## src/rtl/instr_pkg.sv

```systemverilog
// Shared constants and types for the instruction sequencer: opcodes, FSM states,
// instruction classes and register-file write-data select encodings.
package instr_pkg;

  localparam logic [5:0] OP_LDI       = 6'd0;
  localparam logic [5:0] OP_MOV       = 6'd1;
  localparam logic [5:0] OP_LD        = 6'd2;
  localparam logic [5:0] OP_ST        = 6'd3;
  localparam logic [5:0] OP_ALU_FIRST = 6'd4;
  localparam logic [5:0] OP_ALU_LAST  = 6'd17;
  localparam logic [5:0] OP_HALT      = 6'd63;

  typedef enum logic [2:0] {
    S_FETCH,
    S_DECODE,
    S_EXEC,
    S_MEM,
    S_WB1,
    S_WB2,
    S_HALT
  } state_t;

  typedef enum logic [2:0] {
    C_LDI,
    C_MOV,
    C_LD,
    C_ST,
    C_ALU,
    C_HALT,
    C_ILLEGAL
  } iclass_t;

  localparam logic [2:0] WSEL_IMM    = 3'd0;
  localparam logic [2:0] WSEL_RS2    = 3'd1;
  localparam logic [2:0] WSEL_MEM    = 3'd2;
  localparam logic [2:0] WSEL_ALU_LO = 3'd3;
  localparam logic [2:0] WSEL_ALU_HI = 3'd4;

  function automatic iclass_t classify(input logic [5:0] op);
    if (op == OP_LDI)                              return C_LDI;
    else if (op == OP_MOV)                         return C_MOV;
    else if (op == OP_LD)                          return C_LD;
    else if (op == OP_ST)                          return C_ST;
    else if (op >= OP_ALU_FIRST && op <= OP_ALU_LAST) return C_ALU;
    else if (op == OP_HALT)                        return C_HALT;
    else                                           return C_ILLEGAL;
  endfunction

endpackage

```

## src/rtl/instr_field_decode.sv

```systemverilog
// Combinational field extraction from the instruction register: class,
// register addresses, immediate, data address and ALU operation.
module instr_field_decode
  import instr_pkg::*;
#(
  parameter int unsigned DA_W = 8
) (
  input  logic [31:0]     code,
  output iclass_t         cls,
  output logic [4:0]      rsrc1,
  output logic [4:0]      rsrc2,
  output logic [4:0]      rdst1,
  output logic [4:0]      rdst2,
  output logic [15:0]     imm,
  output logic [DA_W-1:0] dmem_addr,
  output logic [3:0]      alu_op
);

  logic [5:0] opcode;

  always_comb begin
    opcode = code[31:26];
    cls    = classify(opcode);
    rsrc1  = code[4:0];
    // MOV reads its source through port 2 so the RS2 write path can be reused
    rsrc2  = (opcode == OP_MOV) ? code[4:0] : code[9:5];
    rdst1  = code[20:16];
    rdst2  = code[25:21];
    imm    = code[15:0];

    dmem_addr = '0;
    if (cls == C_LD)      dmem_addr = DA_W'(code[7:0]);
    else if (cls == C_ST) dmem_addr = DA_W'(code[25:18]);

    alu_op = '0;
    if (cls == C_ALU) alu_op = 4'(opcode - OP_ALU_FIRST);
  end

endmodule

```

## src/rtl/instr_sequencer.sv

```systemverilog
// Multi-cycle control unit: fetches instruction words, owns the PC and steps
// the register file, ALU and data memory through a fixed state machine.
module instr_sequencer
  import instr_pkg::*;
#(
  parameter int unsigned PC_W = 8,
  parameter int unsigned DA_W = 8
) (
  input  logic            clk,
  input  logic            rst_n,
  output logic            imem_req,
  output logic [PC_W-1:0] imem_addr,
  input  logic            imem_ack,
  input  logic [31:0]     imem_rdata,
  output logic [4:0]      rf_raddr1,
  output logic [4:0]      rf_raddr2,
  output logic            rf_we,
  output logic [4:0]      rf_waddr,
  output logic [2:0]      rf_wsel,
  output logic [15:0]     imm,
  output logic [3:0]      alu_op,
  output logic            dmem_req,
  output logic            dmem_we,
  output logic [DA_W-1:0] dmem_addr,
  input  logic            dmem_ack,
  output logic            halted,
  output logic            illegal
);

  state_t          state_q, state_d;
  logic [31:0]     ir_q, ir_d;
  logic [PC_W-1:0] pc_q, pc_d;

  iclass_t    cls;
  logic [4:0] rdst1, rdst2;

  instr_field_decode #(.DA_W(DA_W)) u_decode (
    .code      (ir_q),
    .cls       (cls),
    .rsrc1     (rf_raddr1),
    .rsrc2     (rf_raddr2),
    .rdst1     (rdst1),
    .rdst2     (rdst2),
    .imm       (imm),
    .dmem_addr (dmem_addr),
    .alu_op    (alu_op)
  );

  always_comb begin
    state_d = state_q;
    ir_d    = ir_q;
    pc_d    = pc_q;
    case (state_q)
      S_FETCH: begin
        if (imem_ack) begin
          ir_d    = imem_rdata;
          pc_d    = pc_q + PC_W'(1);
          state_d = S_DECODE;
        end
      end
      S_DECODE: begin
        case (cls)
          C_LDI, C_MOV: state_d = S_WB1;
          C_LD, C_ST:   state_d = S_MEM;
          C_ALU:        state_d = S_EXEC;
          C_HALT:       state_d = S_HALT;
          default:      state_d = S_FETCH;
        endcase
      end
      S_EXEC: state_d = S_WB1;
      S_MEM: begin
        if (dmem_ack) state_d = (cls == C_LD) ? S_WB1 : S_FETCH;
      end
      S_WB1:  state_d = (cls == C_ALU) ? S_WB2 : S_FETCH;
      S_WB2:  state_d = S_FETCH;
      S_HALT: state_d = S_HALT;
      default: state_d = S_FETCH;
    endcase
  end

  // Every strobe is decoded from the registered state so that an asynchronous
  // reset drives all outputs to their idle values immediately.
  always_comb begin
    imem_req  = (state_q == S_FETCH);
    imem_addr = pc_q;
    dmem_req  = (state_q == S_MEM);
    dmem_we   = (state_q == S_MEM) && (cls == C_ST);
    rf_we     = (state_q == S_WB1) || (state_q == S_WB2);
    rf_waddr  = (state_q == S_WB2) ? rdst1 : rdst2;
    halted    = (state_q == S_HALT);
    illegal   = (state_q == S_DECODE) && (cls == C_ILLEGAL);

    rf_wsel = WSEL_IMM;
    if (state_q == S_WB2) begin
      rf_wsel = WSEL_ALU_HI;
    end else begin
      case (cls)
        C_MOV:   rf_wsel = WSEL_RS2;
        C_LD:    rf_wsel = WSEL_MEM;
        C_ALU:   rf_wsel = WSEL_ALU_LO;
        default: rf_wsel = WSEL_IMM;
      endcase
    end
  end

  always_ff @(posedge clk or negedge rst_n) begin
    if (!rst_n) begin
      state_q <= S_FETCH;
      ir_q    <= '0;
      pc_q    <= '0;
    end else begin
      state_q <= state_d;
      ir_q    <= ir_d;
      pc_q    <= pc_d;
    end
  end

endmodule

```

## config.mk

```make
export PLATFORM = sky130hd
export DESIGN_NAME = instr_sequencer
export DESIGN_NICKNAME = d
export VERILOG_FILES = /design/src/rtl/instr_pkg.sv /design/src/rtl/instr_field_decode.sv /design/src/rtl/instr_sequencer.sv
export SDC_FILE = /design/constraint.sdc
export NUM_CORES = 1
export LEC_CHECK = 0
export ABC_CLOCK_PERIOD_IN_PS = 2250
export BUFFER_PORTS_ARGS = -buffer_cell sky130_fd_sc_hd__buf_2
export CAP_MARGIN = 10
export CORE_MARGIN = 8
export CORE_UTILIZATION = 43
export DETAILED_ROUTE_END_ITERATION = 10
export HOLD_SLACK_MARGIN = 0.05
export PLACE_DENSITY = 0.84
export SKIP_CTS_REPAIR_TIMING = 1
export SYNTH_ARGS = -nofsm -noshare
export SYNTH_HDL_FRONTEND = slang
export SYNTH_SLANG_ARGS = --single-unit
export TNS_END_PERCENT = 10
```

## constraint.sdc

```tcl
create_clock -name clk -period 2.25 [get_ports clk]
set_input_delay 0.45 -clock clk [delete_from_list [all_inputs] [get_ports clk]]
set_output_delay 0.45 -clock clk [all_outputs]
set_load 0.05 [all_outputs]
```

==> metrics.md, run 1 <==
| Metric | Value |
|---|---|
| Fin crit period | `2.62 ns` |
| DRC Markers | `0` |
| Routed vias | `1877` |
| Final Non-Filler Cells | `378` |
| Rows | `26` |
| DPL Wire Length | `4820 um` |
| # setup viols final | `13` |
| Vias in the first global route | `2001` |
| Largest net degree at the start of global routing | `24` |
| Rel. slew slack | `64.4%` |
| Clock Tree Root | `clkbuf_8` |
| Synth unique cells | `36` |
| Core box area | `5170 um2` |
| Post-synthesis register bit count | `43` |
| First-pass GRT wire length | `9410 um` |
| Nets@finish | `348` |
| R2R Setup Slk | `-0.06 ns` |
| Worst reg2reg path startpoint | `ir_q[28]` |
| Die W | `89.6 um` |
| Post-Syn Nets | `252` |
| Synth Area per Inst | `11.0 um2` |
| GP Congestion | `0.842` |
| EDFF count, synth | `0` |
| TNS Setup | `-3.57 ns` |
| Initial core utilization | `45.0%` |
| Final setup margin | `-0.373 ns` |
| Vias/cell | `4.97` |
| Initial DRC count | `90` |
| Die area | `8020 um2` |
| CTS sink cnt | `43` |
| Drt pass-1 iters | `4` |
| Top delay family on crit path | `simple AND/OR/NAND/NOR gates` |
| Register area share after synthesis | `46.2%` |
| Buf+Inv Stages, Crit Path | `4` |
| Worst flop-to-flop path endpoint | `state_q[2]` |
| Gr usage total | `15.1%` |
| Post-Route WL | `6130 um` |
| Grt total ovfl | `0` |
| Clk slew on worst S/H paths | `0.08 ns` |
| Share of cells above drive strength 1 | `61.4%` |
| Worst min path class | `in -> async` |
| TritonCTS clock tree | `yes` |
| Max Cap Viol | `0` |
| CP Capture Type | `output port` |
| Asr flop ratio synth | `100%` |
| CTS Buf Count | `5` |
| CP Cell Sequence | `inv_2 -> ha_1 -> inv_1 -> a32o_2 -> or4_4 -> buf_4 -> nor2_4 -> buf_6` |
| Mapped Area | `2330 um2` |
| Crit path required time | `1.80 ns` |
| Clock latency on the worst-skew pair | `0.28 ns` |
| Antenna Nets Post-Route | `0` |
| Area Growth Syn to Fin | `37.4%` |
| YS warnings | `0` |
| N_diodes | `0` |
| R2R depth | `8` |
| RSZ-0062 raised after global routing | `true` |
| Critical-path maximum fanout | `4` |
| Initial antenna violation count | `0` |
| Worst EP arrival | `2.17 ns` |
| Worst path max stage delay | `0.44 ns` |
| Startpoint class of the critical path | `flip-flop` |
| Pre-CTS setup slack | `-0.272 ns` |
| Synth Flop Type | `dfrtp_1` |
| Critical path type | `reg -> out` |
| Die Ht | `89.6 um` |
| F_max | `381 MHz` |
| Slew Viols, Final | `0` |
| Most common cell after layout, fill and taps aside | `buf_2` |
| H-Tree Depth | `2` |
| PortBufs | `95` |
| WL/cell | `16.2 um` |
| # IOs | `96` |
| CTS Buffer Depth | `2` |
| Slew @ Worst Pin | `0.534 ns` |
| Violated checks | `negative setup slack` |
| Cell count after synthesis | `211` |
| CP max stage cell | `or4_4` |
| Final setup skew | `0.00568 ns` |
| Final Hold Violating Endpoints | `0` |
| Commonest non-fill, non-tap cells in the layout | `78 x buf_2, 40 x dfrtp_1, 39 x mux2_2` |
| Placed insts | `367` |
| Tcrit/Tclk final | `117%` |
| Core Util, Final | `61.8%` |
| Status | `finished with violations` |
==> worst max path at each step <==
| stage | endpoint | start | cells past startpoint | slack [ns] |
|---|---|---|---|---|
| CTS | rf_wsel[0] | ir_q[28] | 8 | -0.60 |
| global route | alu_op[1] | ir_q[28] | 8 | -0.45 |
| detailed placement | rf_wsel[0] | ir_q[28] | 8 | -0.27 |
| global placement | rf_wsel[0] | ir_q[28] | 8 | -0.17 |
| floorplan | illegal | ir_q[28] | 6 | -0.16 |
| finish | alu_op[1] | ir_q[28] | 8 | -0.37 |
==> registers in the layout, summed over array words and instances (netlist names) <==
name,count
imem_addr,8
state_q,3
ir_q,32
==> per-stage QoR <==
stage	instance area (um2)	hold WS [ns]
2_1_floorplan	2420	0.154
3_3_place_gp	2970	0.460
3_5_place_dp	2970	0.458
4_1_cts	3060	0.151
5_1_grt	3200	0.178
6_report	3200	0.138
==> cells in the mapped netlist (3+ instances only) <==
cell / count / area share, %
ha_1: 5 / 2.7
nor3_1: 3 / 0.64
nand3_1: 3 / 0.64
a21oi_1: 5 / 1.1
mux2_2: 39 / 19
inv_1: 6 / 0.97
o21ai_0: 6 / 1.3
and2_1: 4 / 1.1
nor2_1: 16 / 2.6
clkbuf_1: 9 / 1.5
nand2_1: 12 / 1.9
xor2_1: 3 / 1.1
buf_4: 21 / 6.8
dfrtp_1: 43 / 46
mux2i_1: 8 / 3.4
xnor2_1: 4 / 1.5
==> cell families (layout without fill, tap and decap cells) <==
kind of cell	count (synthesis)	count (layout)	synth area share [%]
and+or+nand+nor	50	50	10.9
muxes	47	47	22.3
DFF	43	43	46.2
buffers and inverters	38	135	9.57
AOI/OAI and AO/OA	21	21	5.70
xor gates and xnor gates	7	7	2.63
adders and majority gates	5	5	2.69
==> per-layer routing <==
metal  track usage [%]  routed length (um)  part of all wire (%)  vias up
li1                  -                   -                     -      903
met1              16.1                2300                    37      915
met2              29.1                3370                    55       53
met3              3.03                 382                   6.2        6
met4              4.23                  83                   1.4        0
met5                 0                   0                     0        -
==> layout make-up <==
cell class / count / area, um2
well taps: 70 / 87.6
inverters: 6 / 22.5
repair buffers: 121 / 776
multi-input cells: 130 / 1150
flip-flops and latches: 43 / 1080
clock inverters: 2 / 12.5
clock buffers: 6 / 72.6
fillers: 437 / 1980
Power of run 1 is left out: the tool's default activity adds up to more than one toggle a clock period on the data nets, which glitch-free logic cannot reach.
==> inputs of run 2 (changes only) <==
Settings changed: ABC_CLOCK_PERIOD_IN_PS 2250 to 2600, CAP_MARGIN 10 to not set, CORE_UTILIZATION 43 to 48, PLACE_DENSITY 0.84 to 0.88.
Clock period 2.25 ns to 2.6 ns, I/O delays scaled along.
==> run 2 against run 1 <==
Net effect:
- critical path depth down 1
- the run still ends with negative setup slack left
- die area down 8.6%
- core utilization up 1.4 points
- register-to-register slack better by 0.13 ns
==> metrics.md, run 2 (synthesized netlist as in run 1, its figures left out) <==
| Metric | Value |
|---|---|
| Reg with most FFs | `ir_q` |
| Clock latency on the worst-skew pair | `0.29 ns (about the same)` |
| Final setup margin | `-0.161 ns (+0.212 ns)` |
| Initial core utilization | `49.6% (+4.6 points)` |
| Gr usage total | `15.7% (+0.55 points)` |
| Area Growth Syn to Fin | `27.4%` |
| Critical-path maximum fanout | `7 (+3)` |
| Initial DRC count | `80 (-11%)` |
| # IOs | `96 (unchanged)` |
| GR peak layer | `met2` |
| Core box area | `4690 um2 (-9.3%)` |
| Clk slew on worst S/H paths | `0.08 ns (about the same)` |
| WL/cell | `16.5 um (+1.6%)` |
| Die Ht | `85.6 um (-4.4%)` |
| CP Capture Type | `output port` |
| Met3 GRT Util | `6.30% (+3.3 points)` |
| Initial antenna violation count | `0 (unchanged)` |
| Post-DP Area | `2760 um2 (-7.2%)` |
| Startpoint class of the critical path | `flip-flop` |
| Post-route cell area | `2960 um2 (-7.3%)` |
| Rel. slew slack | `36.2% (-28 points)` |
| TritonCTS clock tree | `yes` |
| Slew @ Worst Pin | `0.957 ns (+0.423 ns)` |
| Routed vias | `1845 (-1.7%)` |
| Met1 Usage GRT | `17.4% (+1.3 points)` |
| First-pass GRT wire length | `9180 um (-2.5%)` |
| H-Tree Depth | `2 (unchanged)` |
| Final setup skew | `0.00976 ns (+0.00408 ns)` |
| Grt total ovfl | `0 (unchanged)` |
| Max reg flops | `32 (unchanged)` |
| Antenna Nets Post-Route | `0 (unchanged)` |
| Max Cap Viol | `0 (unchanged)` |
| Vias/cell | `5.32 (+7.1%)` |
| Most common cell after layout, fill and taps aside | `buf_2` |
| Commonest non-fill, non-tap cells in the layout | `87 x buf_2, 43 x dfrtp_1, 39 x mux2_2` |
| Die W | `85.6 um (-4.4%)` |
| Critical path type | `reg -> out` |
| Clock Tree Root | `clkbuf_8` |
| Violated checks | `negative setup slack` |
| M2 GR Usage | `26.2% (-2.9 points)` |
| Die area | `7330 um2 (-8.6%)` |
| Worst flop-to-flop path endpoint | `state_q[2]` |
| DPL Wire Length | `4250 um (-12%)` |
| Area of the multi-input gates | `1080 um2 (-5.7%)` |
| RSZ-0062 raised after global routing | `true` |
| Tcrit/Tclk final | `106%` |
| CTS Buf Count | `5 (unchanged)` |
| DRC Markers | `0 (unchanged)` |
| R2R depth | `8 (unchanged)` |
| Fillers | `399 (-8.7%)` |
| Drt pass-1 iters | `4 (unchanged)` |
| FF+latch area | `1080 um2 (-0.35%)` |
| N_diodes | `0 (unchanged)` |
| Slew Viols, Final | `0 (unchanged)` |
| Final Hold Violating Endpoints | `0 (unchanged)` |
| PortBufs | `95 (unchanged)` |
| TNS Setup | `-0.951 ns (+2.62 ns)` |
| Nets@finish | `333 (-4.3%)` |
| # setup viols final | `11 (-2)` |
| Post-Route WL | `5720 um (-6.8%)` |
| Crit path required time | `2.08 ns (+0.28 ns)` |
| GP Congestion | `0.799 (-5.1%)` |
| Vias in the first global route | `2011 (+0.50%)` |
| Worst EP arrival | `2.24 ns (+0.07 ns)` |
| Worst reg2reg path startpoint | `ir_q[29]` |
| Largest net degree at the start of global routing | `44 (+83%)` |
| CTS Buffer Depth | `2 (unchanged)` |
| Worst min path class | `in -> async` |
| F_max | `362 MHz` |
| Fin crit period | `2.76 ns` |
| CTS sink cnt | `43 (unchanged)` |
| Status | `finished with violations` |
| Share of cells above drive strength 1 | `57.0% (-4.4 points)` |
| R2R Setup Slk | `0.07 ns (+0.13 ns)` |
| Rows | `25 (-3.8%)` |
==> run 2: how the worst max path moves through the flow <==
stage / startpoint / to / slack (ns) / cells past startpoint
after floorplan: state_q[2] / dmem_we / -0.32 / 4
after global placement: ir_q[29] / rf_wsel[1] / 0.09 / 7
after detailed placement: ir_q[29] / rf_wsel[1] / 0.01 / 7
after CTS: ir_q[29] / rf_wsel[1] / -0.32 / 7
after global routing: ir_q[29] / alu_op[0] / -0.23 / 7
final: ir_q[29] / rf_wsel[1] / -0.16 / 7
==> run 2: final cells by class <==
type                    count  share of cell area [%]
clock inverters             1                   0.253
multi-input cells         130                    36.5
clock buffers               7                    3.25
flip-flops and latches     43                    36.3
repair buffers            106                    20.7
well taps                  54                    2.28
inverters                   6                   0.760
==> run 2: stage by stage <==
stage | hold WS (ns) | setup slack [ns] | util (%) | std cells
3_3_place_gp | 0.459 | 0.0915 | 58.8 | 336
4_1_cts | 0.405 | -0.320 | 61.0 | 344
3_5_place_dp | 0.462 | 0.0140 | 58.8 | 336
2_1_floorplan | 0.224 | -0.321 | - | 211
6_report | 0.378 | -0.161 | 63.2 | 347
5_1_grt | 0.426 | -0.232 | 63.2 | 347
==> run 2: routing by layer <==
layer	vias up	wire (um)
li1	867	-
met1	901	2360
met2	67	2780
met3	10	478
met4	0	95
met5	-	0
==> run 2: critical path, stage by stage (launching register included) <==
cell	delay, ns
dfrtp_1	0.41
inv_2	0.11
ha_4	0.16
nand2_2	0.05
a32o_2	0.27
or4_4	0.60
a21oi_2	0.18
buf_6	0.17
Power of run 2 is left out for the same reason.
==> inputs of run 3 (changes only) <==
Settings changed: ABC_CLOCK_PERIOD_IN_PS 2600 to 3200, CORE_UTILIZATION 48 to 52, PLACE_DENSITY 0.88 to 0.94.
Clock period 2.6 ns to 3.2 ns, I/O delays scaled along.
==> run 3 against run 2 <==
Net effect:
- the run now ends clean
- flip-flop and latch count stayed put
- worst hold slack better by 0.091 ns
- cell count is 2.6% lower
- clock-buffer cell count is 1 lower
- first-iteration DRC count is 18% higher
- critical path type unchanged
- via count is 1.4% lower
- die area is 6.3% lower
- core utilization is 2.0 points higher
- register-to-register slack better by 0.69 ns
- highest routed layer unchanged
- final area is 5.0% lower
- critical path depth stayed put
==> metrics.md, run 3 (synthesized netlist as in run 1, its figures left out) <==
| Metric | Value |
|---|---|
| Status | `finished, final reports clean` |
| Area of the multi-input gates | `1050 um2 (-2.7%)` |
| RSZ-0062 raised after global routing | `false` |
| Clk slew on worst S/H paths | `0.08 ns (about the same)` |
| Grt total ovfl | `0 (unchanged)` |
| R2R depth | `7 (-1)` |
| Share of cells above drive strength 1 | `52.4% (-4.5 points)` |
| Rows | `24 (-4.0%)` |
| Antenna Nets Post-Route | `0 (unchanged)` |
| Area Growth Syn to Fin | `21.0%` |
| Slew @ Worst Pin | `0.926 ns (-0.0311 ns)` |
| Die area | `6870 um2 (-6.3%)` |
| CTS Buffer Depth | `2 (unchanged)` |
| Worst hold path cell count | `1` |
| Die W | `82.9 um (-3.2%)` |
| Worst min path class | `reg -> reg` |
| Slew Viols, Final | `0 (unchanged)` |
| Core Util, Final | `65.1% (+2.0 points)` |
| Startpoint class of the critical path | `flip-flop` |
| R2R Setup Slk | `0.76 ns (+0.69 ns)` |
| Final setup skew | `0.00516 ns (-0.00461 ns)` |
| First-pass GRT wire length | `9520 um (+3.7%)` |
| Die Ht | `82.9 um (-3.2%)` |
| PortBufs | `95 (unchanged)` |
| Most common cell after layout, fill and taps aside | `buf_2` |
| Commonest non-fill, non-tap cells in the layout | `95 x buf_2, 43 x dfrtp_1, 39 x mux2_2` |
| CTS Buf Count | `5 (unchanged)` |
| Vias/cell | `5.38 (+1.3%)` |
| FF+latch area | `1080 um2 (unchanged)` |
| Critical path type | `reg -> out` |
| GP Congestion | `0.826 (+3.3%)` |
| N_diodes | `0 (unchanged)` |
| Initial DRC count | `94 (+18%)` |
| Worst reg2reg path startpoint | `ir_q[28]` |
| Clock latency on the worst-skew pair | `0.28 ns (about the same)` |
| Max reg flops | `32 (unchanged)` |
| Crit path required time | `2.56 ns (+0.48 ns)` |
| Drt pass-1 iters | `4 (unchanged)` |
| CP Capture Type | `output port` |
| Buf+Inv Stages, Crit Path | `2 (unchanged)` |
| Max Cap Viol | `0 (unchanged)` |
| Worst path max stage delay | `0.42 ns (-0.18 ns)` |
| TritonCTS clock tree | `yes` |
| Worst hold path startpoint | `imem_addr[7]` |
| # IOs | `96 (unchanged)` |
| Gr usage total | `16.5% (+0.76 points)` |
| Initial antenna violation count | `0 (unchanged)` |
| Tcrit/Tclk final | `95.6%` |
| Worst EP arrival | `2.42 ns (+0.18 ns)` |
| Fillers | `346 (-13%)` |
| DRC Markers | `0 (unchanged)` |
| Reg with most FFs | `ir_q` |
| H-Tree Depth | `2 (unchanged)` |
| Final Hold Violating Endpoints | `0 (unchanged)` |
| Initial core utilization | `53.8% (+4.2 points)` |
| CP Cell Sequence | `inv_1 -> ha_1 -> nor3b_4 -> and2_1 -> nand2_1 -> mux2_2 -> buf_2` |
| Post-Route WL | `5990 um (+4.8%)` |
| Nets@finish | `327 (-1.8%)` |
| Critical Path Source | `ir_q[28]` |
| CTS sink cnt | `43 (unchanged)` |
| CP max stage cell | `dfrtp_1` |
| Rel. slew slack | `38.3% (+2.1 points)` |
| Vias in the first global route | `2009 (-0.099%)` |
| Largest net degree at the start of global routing | `44 (unchanged)` |
| DPL Wire Length | `4530 um (+6.6%)` |
| WL/cell | `17.7 um (+7.5%)` |
| F_max | `327 MHz` |
| Critical-path maximum fanout | `6 (-1)` |
| Worst Hold Path EP | `imem_addr[7]` |
| # setup viols final | `0 (-11)` |
| Fin crit period | `3.06 ns` |
| Top delay family on crit path | `simple AND/OR/NAND/NOR gates` |
| Core box area | `4320 um2 (-7.8%)` |
| Worst flop-to-flop path endpoint | `state_q[2]` |
| Routed vias | `1820 (-1.4%)` |
| Clock Tree Root | `clkbuf_8` |
run 3: cell types whose count changed in the layout (fill, tap and decap cells not counted), moves of 2 or more:
cell      previous run  this run
clkbuf_4             2         0
inv_1                4         6
nand2_1             10        12
a21oi_2              2         0
a21oi_1              3         5
buf_4               10         5
nand2_2              2         0
inv_2                2         0
buf_2               87        95
buf_6                6         0
run 3: metrics by stage:
step / setup slack [ns] / hold WS [ns] / area [um2] / std cells / TNS (ns)
6_report: 0.141 / 0.469 / 2820 / 338 / 0
5_1_grt: 0.0185 / 0.515 / 2820 / 338 / 0
4_1_cts: -0.0550 / 0.474 / 2800 / 338 / -0.260
3_3_place_gp: 0.401 / 0.455 / 2710 / 331 / 0
3_5_place_dp: 0.256 / 0.459 / 2710 / 331 / 0
2_1_floorplan: 0.0744 / 0.344 / 2330 / 211 / 0
run 3: cell type report:
class                   count  share of cell area, %
clock inverters             1                  0.178
well taps                  52                   2.31
inverters                   6                  0.800
multi-input cells         130                   37.4
flip-flops and latches     43                   38.2
repair buffers            100                   18.2
clock buffers               6                   2.93
run 3: metal layers:
metal / global-route usage, % / wire length [um]
met3: 6.74 / 472
met4: 4.79 / 87
met5: 0 / 0
met1: 17.2 / 2400
met2: 29.3 / 3030
run 3: how the worst max path moves through the flow:
stage | end | slack (ns) | cells after the start
6_report | rf_raddr2[3] | 0.14 | 7
5_1_grt | rf_raddr2[0] | 0.02 | 7
4_1_cts | rf_raddr2[0] | -0.06 | 7
3_5_place_dp | rf_raddr2[0] | 0.26 | 7
3_3_place_gp | rf_raddr2[0] | 0.40 | 7
2_1_floorplan | illegal | 0.07 | 6
run 3: worst reg2reg max path, delay by kind of cell, from the launching register on:
| family | cells | cell delay (ns) |
|---|---|---|
| buffers and inverters | 1 | 0.11 |
| AOI/OAI and AO/OA | 2 | 0.47 |
| and+or+nand+nor | 3 | 1.10 |
| DFF | 1 | 0.42 |
| adders and majority gates | 1 | 0.25 |
Power of run 3 is left out for the same reason.
